`config.mk`:
```
export PLATFORM = sky130hd
export DESIGN_NAME = regfile_bank
export DESIGN_NICKNAME = d
export VERILOG_FILES = /design/src/rtl/regfile_pkg.sv /design/src/rtl/regfile_read_port.sv /design/src/rtl/regfile_bank.sv
export SDC_FILE = /design/constraint.sdc
export NUM_CORES = 1
export LEC_CHECK = 0
export ABC_AREA = 1
export CELL_PAD_IN_SITES_DETAIL_PLACEMENT = 0
export CELL_PAD_IN_SITES_GLOBAL_PLACEMENT = 1
export CORE_UTILIZATION = 46
export CTS_BUF_LIST = sky130_fd_sc_hd__clkbuf_8
export CTS_CLUSTER_DIAMETER = 40
export DETAILED_ROUTE_END_ITERATION = 8
export PLACE_DENSITY_LB_ADDON = 0.1
export SLEW_MARGIN = 10
export SYNTH_ARGS = -nofsm -noshare
export SYNTH_HDL_FRONTEND = slang
export SYNTH_SLANG_ARGS = --single-unit
```
`constraint.sdc`:
```
create_clock -name clk -period 5.1 [get_ports clk]
set_input_delay 0.765 -clock clk [delete_from_list [all_inputs] [get_ports clk]]
set_output_delay 0.765 -clock clk [all_outputs]
set_load 0.01 [all_outputs]
```
`src/rtl/regfile_pkg.sv`:
```
// Shared widths and types for the datapath register file.
// Used by regfile_bank and regfile_read_port (optional feature macro: REGFILE_SCOREBOARD_EN).
package regfile_pkg;

  localparam int REGFILE_DATA_W = 16;
  localparam int REGFILE_ADDR_W = 2;

  typedef logic [REGFILE_DATA_W-1:0] regfile_data_t;
  typedef logic [REGFILE_ADDR_W-1:0] regfile_addr_t;

endpackage

```
`src/rtl/regfile_read_port.sv`:
```
// One registered read port of regfile_bank: selects an entry, forwards a
// same-edge write (bypass), forces entry 0 to zero when ZERO_REG=1, and
// registers data/valid (and, with REGFILE_SCOREBOARD_EN, the busy bit).
module regfile_read_port
  import regfile_pkg::*;
#(
  parameter int DATA_W   = REGFILE_DATA_W,
  parameter int ADDR_W   = REGFILE_ADDR_W,
  parameter int ZERO_REG = 0
) (
  input  logic                           clk,
  input  logic                           rst,
  input  logic                           rd_en,
  input  logic [ADDR_W-1:0]              rd_addr,
  input  logic [(DATA_W<<ADDR_W)-1:0]    entries_flat,
  input  logic                           wr_live,
  input  logic [ADDR_W-1:0]              wr_addr,
  input  logic [DATA_W-1:0]              wr_data,
`ifdef REGFILE_SCOREBOARD_EN
  input  logic [(1<<ADDR_W)-1:0]         busy_cleared,
  output logic                           rd_busy,
`endif
  output logic [DATA_W-1:0]              rd_data,
  output logic                           rd_valid
);

  localparam int DEPTH = 1 << ADDR_W;

  logic [DATA_W-1:0] entry_sel [DEPTH];
  logic [DATA_W-1:0] rd_data_next;
  logic [DATA_W-1:0] rd_data_reg;
  logic              rd_valid_reg;

  // Unpack the flat entry bus so the mux can index by address.
  genvar gi;
  generate
    for (gi = 0; gi < DEPTH; gi++) begin : g_unpack
      assign entry_sel[gi] = entries_flat[gi*DATA_W +: DATA_W];
    end
  endgenerate

  // Entry mux, then same-edge write forwarding, then hardwired-zero override.
  always_comb begin
    rd_data_next = entry_sel[rd_addr];
    if (wr_live && (wr_addr == rd_addr)) begin
      rd_data_next = wr_data;
    end
    if ((ZERO_REG != 0) && (rd_addr == '0)) begin
      rd_data_next = '0;
    end
  end

  // Output registers: data holds when no request, valid tracks the request.
  always_ff @(posedge clk or posedge rst) begin
    if (rst) begin
      rd_data_reg  <= '0;
      rd_valid_reg <= 1'b0;
    end else begin
      rd_valid_reg <= rd_en;
      if (rd_en) begin
        rd_data_reg <= rd_data_next;
      end
    end
  end

  assign rd_data  = rd_data_reg;
  assign rd_valid = rd_valid_reg;

`ifdef REGFILE_SCOREBOARD_EN
  logic rd_busy_reg;

  // Busy bit sampled after this edge's write-clear, alongside rd_data.
  always_ff @(posedge clk or posedge rst) begin
    if (rst) begin
      rd_busy_reg <= 1'b0;
    end else if (rd_en) begin
      rd_busy_reg <= busy_cleared[rd_addr];
    end
  end

  assign rd_busy = rd_busy_reg;
`endif

endmodule

```
`src/rtl/regfile_bank.sv`:
```
// Datapath register file: one write port, two registered read ports with
// write-to-read bypass and optional hardwired-zero entry 0.
// Optional feature macro REGFILE_SCOREBOARD_EN adds a per-entry pending
// (busy) scoreboard with claim input and rd_busy outputs.
module regfile_bank
  import regfile_pkg::*;
#(
  parameter int DATA_W   = REGFILE_DATA_W,
  parameter int ADDR_W   = REGFILE_ADDR_W,
  parameter int ZERO_REG = 0
) (
  input  logic              clk,
  input  logic              rst,
  input  logic              wr_en,
  input  logic [ADDR_W-1:0] wr_addr,
  input  logic [DATA_W-1:0] wr_data,
`ifdef REGFILE_SCOREBOARD_EN
  input  logic              claim_en,
  input  logic [ADDR_W-1:0] claim_addr,
  output logic              rd_busy1,
  output logic              rd_busy2,
`endif
  input  logic              rd_en1,
  input  logic [ADDR_W-1:0] rd_addr1,
  output logic [DATA_W-1:0] rd_data1,
  output logic              rd_valid1,
  input  logic              rd_en2,
  input  logic [ADDR_W-1:0] rd_addr2,
  output logic [DATA_W-1:0] rd_data2,
  output logic              rd_valid2
);

  localparam int DEPTH = 1 << ADDR_W;

  logic                      wr_live;
  logic [DEPTH*DATA_W-1:0]   entries_flat;

  // A write to entry 0 is discarded when entry 0 is hardwired to zero.
  assign wr_live = wr_en && !((ZERO_REG != 0) && (wr_addr == '0));

  genvar gi;
  generate
    for (gi = 0; gi < DEPTH; gi++) begin : g_entry
      logic [DATA_W-1:0] entry_reg;

      // Entry storage: cleared by reset, loaded by a live write to this index.
      always_ff @(posedge clk or posedge rst) begin
        if (rst) begin
          entry_reg <= '0;
        end else if (wr_live && (wr_addr == ADDR_W'(gi))) begin
          entry_reg <= wr_data;
        end
      end

      assign entries_flat[gi*DATA_W +: DATA_W] = entry_reg;
    end
  endgenerate

`ifdef REGFILE_SCOREBOARD_EN
  logic [DEPTH-1:0] busy_reg;
  logic [DEPTH-1:0] busy_cleared;
  logic [DEPTH-1:0] busy_next;
  logic             claim_live;

  assign claim_live = claim_en && !((ZERO_REG != 0) && (claim_addr == '0));

  // Write clears first, then claim sets, so a same-edge claim wins.
  always_comb begin
    busy_cleared = busy_reg;
    if (wr_live) begin
      busy_cleared[wr_addr] = 1'b0;
    end
    busy_next = busy_cleared;
    if (claim_live) begin
      busy_next[claim_addr] = 1'b1;
    end
  end

  // Pending-bit storage.
  always_ff @(posedge clk or posedge rst) begin
    if (rst) begin
      busy_reg <= '0;
    end else begin
      busy_reg <= busy_next;
    end
  end
`endif

  regfile_read_port #(
    .DATA_W   (DATA_W),
    .ADDR_W   (ADDR_W),
    .ZERO_REG (ZERO_REG)
  ) u_port1 (
    .clk          (clk),
    .rst          (rst),
    .rd_en        (rd_en1),
    .rd_addr      (rd_addr1),
    .entries_flat (entries_flat),
    .wr_live      (wr_live),
    .wr_addr      (wr_addr),
    .wr_data      (wr_data),
`ifdef REGFILE_SCOREBOARD_EN
    .busy_cleared (busy_cleared),
    .rd_busy      (rd_busy1),
`endif
    .rd_data      (rd_data1),
    .rd_valid     (rd_valid1)
  );

  regfile_read_port #(
    .DATA_W   (DATA_W),
    .ADDR_W   (ADDR_W),
    .ZERO_REG (ZERO_REG)
  ) u_port2 (
    .clk          (clk),
    .rst          (rst),
    .rd_en        (rd_en2),
    .rd_addr      (rd_addr2),
    .entries_flat (entries_flat),
    .wr_live      (wr_live),
    .wr_addr      (wr_addr),
    .wr_data      (wr_data),
`ifdef REGFILE_SCOREBOARD_EN
    .busy_cleared (busy_cleared),
    .rd_busy      (rd_busy2),
`endif
    .rd_data      (rd_data2),
    .rd_valid     (rd_valid2)
  );

endmodule
```
==> results summary <==
The run finished with clean final reports. The maximum number of pins on one net before global-route repair came out at 70. In the final routed layout, each cell accounts on average for between 15 and 20 um. The critical path goes through clkdlybuf4s50_1 > inv_4 > nand2_2 > nand3_4 > nand2_1 > nand3_1 > nand2_1.

The height of the die is 108 um. The sequential cell area is 0.00245 mm2. The count of endpoints failing hold in the final timing report is 0. The average footprint of a synthesized cell came out at between 7 and 8 um2. The post-synthesis net count is 729.

Along the worst hold path, the cell count comes to 2. The total via count after detailed routing is between 4,000 and 5,000. The DRC violation total after the first TritonRoute iteration is ~360. The multi-input combinational cells in the finished layout cover a total of approximately 0.0023 mm2. The average vias per placed instance is 5.58.

The worst max-slew margin expressed relative to the limit came out at between 20% and 30%. The total grt overflow came out at 0. The cell with the most instances on the worst path is sky130_fd_sc_hd__nand2_1.

Setup repair after global routing left no endpoint under its margin. The floorplan core area came out at 0.0109 mm2. The time the worst path needs with I/O delays and setup is 3.04 ns. The worst-skew pair later-pin latency is between 0.3 and 0.4 ns. The routability congestion estimate from global placement is between 0.7 and 0.8.

The number of rows created at floorplan came out at 38. In the routed design, unresolved DRC markers number 0. The max-capacitance violation count is 0. The wire-length estimate of the detail-placed layout is 9620 um. The root buffer cell chosen for the clock tree is sky130_fd_sc_hd__clkbuf_8. The number of H-tree branching levels is 3. Of the cells placed in the final design, the portion with a size suffix greater than 1 is about 4.8%. The number of input and output port buffers inserted is 60. The post-synthesis to final-layout area growth is 14.2%. The worst setup path is launched from a primary input. The repair_antennas step left the layout with diodes totalling 0. The post-synthesis sequential element count is a little under 100. The count of clock tree sinks came out at slightly below 100. The post-synth design cell area is 0.00515 mm2. The detailed-router iteration count before antenna repair is 6. Overall power consumption after layout is estimated at approximately 1.9 mW. For this design the top-level I/O count stands at 61. The total routing usage reported by global routing is about 30%.

The worst hold slack came out at 0.490 ns. The delay of the slowest cell on the worst path is between 1 and 1.5 ns. The maximum root-to-sink buffer count came out at 2. Counting the fill cells in the layout gives ~1,100. The power density relative to cell area came out at between 300 and 400 mW/mm2. The maximum net fanout on the critical path came out at 18.

In this run the worst hold path is classified as register to register. The first-pass GRT wire length came out at ~26,000 um. Timing would allow up to 329 MHz. The final number of max-transition violations was 0. Data on the critical path arrives at its endpoint at around 3.4 ns.

In this run, CTS created clock tree buffers numbering 9. The effective utilization at floorplan is a little under half. The endpoint type of the worst setup path is a register. The path type of the worst setup path is primary input to register. The total of endpoints with negative setup slack in the final report is 0.

The number of cell instances on the worst register-to-register path is 6. The final setup skew is 0.00841 ns. The clock tree from TritonCTS is yes. In the final design database the tool counted roughly 760 nets. Adding up every negative setup slack in the final design gives 0 ns. The final core utilization came out at 54.0%. The worst path required time came out at about 5.4 ns.

The number of instances resized during post-cts repair came out at 0. The count of hold buffers inserted by post-cts repair is 0. At the pin with the least slew margin, the transition time is between 1 and 1.5 ns. Buffers added to address setup during post-CTS repair amount to 0. The number of global-route vias before repair came to 4,690.

The cell with the largest stage delay on the worst path is sky130_fd_sc_hd__clkdlybuf4s50_1. The analysis attributes to cell leakage a power of 2.89 nW. The count of synthesis-stage warnings from yosys is 0. The horizontal extent of the die came out at ~110 um. The number of standard cells after synthesis came out at between 700 and 800. The number of different library cells in the post-synthesis netlist is 18. The post-route antenna net violation count is 0.

IR analysis of the VDD net gives a maximum drop of 0.178 mV. The overall die area is roughly 0.012 mm2. In the layout the commonest cells are sky130_fd_sc_hd__nand2_1, sky130_fd_sc_hd__nand3_1, sky130_fd_sc_hd__dfrtp_1.

After clock tree synthesis, the clock-pin slew on the worst setup and hold paths is around 0.09 ns. The library cell used most frequently in the layout, excluding fill and tap cells, is sky130_fd_sc_hd__nand2_1. The routed design has about 16,000 um of wire. The post-route fraction of the period consumed by the critical path is between 50% and 60%. The sequential share of the synthesized area is a little under half. The initial antenna violation count is 0. The register with the most flip-flops in the layout has 64 of them.
==> routing by layer <==
layer,wire length (um),track usage [%],vias up,share of wire (%)
li1,-,-,2343,-
met1,7270,42.0,2310,45
met2,7480,47.2,206,46
met3,1220,3.93,25,7.5
met4,280,11.4,0,1.7
met5,0,0,-,0
==> final timing paths <==
check / from / to / slack, ns
max: rd_addr2[1] / u_port2.rd_data[2] / 2.06
max in group asynchronous: rst / g_entry[2].entry_reg[7] / 3.20
min: u_port1.rd_data[0] / u_port1.rd_data[0] / 0.49
min in group asynchronous: rst / g_entry[2].entry_reg[0] / 0.92
min reg2reg: u_port1.rd_data[0] / u_port1.rd_data[0] / 0.49
max reg2reg: g_entry[2].entry_reg[11] / u_port2.rd_data[11] / 4.07
==> cell usage after synthesis <==
library cell	n	area, um2
sky130_fd_sc_hd__buf_1	1	3.75
sky130_fd_sc_hd__inv_2	1	3.75
sky130_fd_sc_hd__dfrtp_1	98	2450
sky130_fd_sc_hd__clkinv_2	1	5.00
sky130_fd_sc_hd__nand3_4	2	35.0
sky130_fd_sc_hd__nand2_4	2	22.5
sky130_fd_sc_hd__buf_2	28	140
sky130_fd_sc_hd__inv_4	1	6.26
sky130_fd_sc_hd__buf_6	4	45.0
sky130_fd_sc_hd__inv_6	1	8.76
sky130_fd_sc_hd__nand4_1	32	200
sky130_fd_sc_hd__nand3_1	100	500
sky130_fd_sc_hd__buf_4	4	30.0
sky130_fd_sc_hd__nand2_2	6	37.5
sky130_fd_sc_hd__clkbuf_1	10	37.5
sky130_fd_sc_hd__o21ai_0	64	320
sky130_fd_sc_hd__nand2_1	326	1220
sky130_fd_sc_hd__inv_1	21	78.8
==> final cells by class <==
| class | count | area share, % |
|---|---|---|
| clock buffer | 10 | 2.34 |
| clock inverter | 2 | 0.149 |
| inverter | 25 | 1.79 |
| multi-input combinational | 532 | 39.8 |
| sequential | 98 | 41.7 |
| tap | 140 | 2.98 |
| timing repair buffer | 68 | 11.2 |
==> per-stage QoR <==
stage                     cells  setup slack (ns)  cell area, um2
after floorplan             702              1.77            5150
final                       875              2.06            5880
after global routing        875              1.96            5880
after detailed placement    863              1.76            5730
after CTS                   875              2.15            5880
after global placement      863              1.76            5730
==> kinds of logic (layout without fill, tap and decap cells) <==
kind of cell           Yosys count  count (layout)  synth area share (%)
buffers and inverters           72             105                  6.97
AOI/OAI and AO/OA               64              64                  6.22
and+or+nand+nor                468             468                  39.2
DFF                             98              98                  47.6
==> critical path, delay by kind of cell <==
family        cells  cell delay, ns
buf+inv           2            1.50
simple gates      5            1.07
==> power breakdown <==
group	internal, mW	total [mW]	switching, mW
registers	0.899	0.997	0.0975
logic	0.202	0.476	0.274
clock network	0.178	0.440	0.263
total	1.28	1.91	0.634
Note: power is estimated with default switching activity, not from simulation.
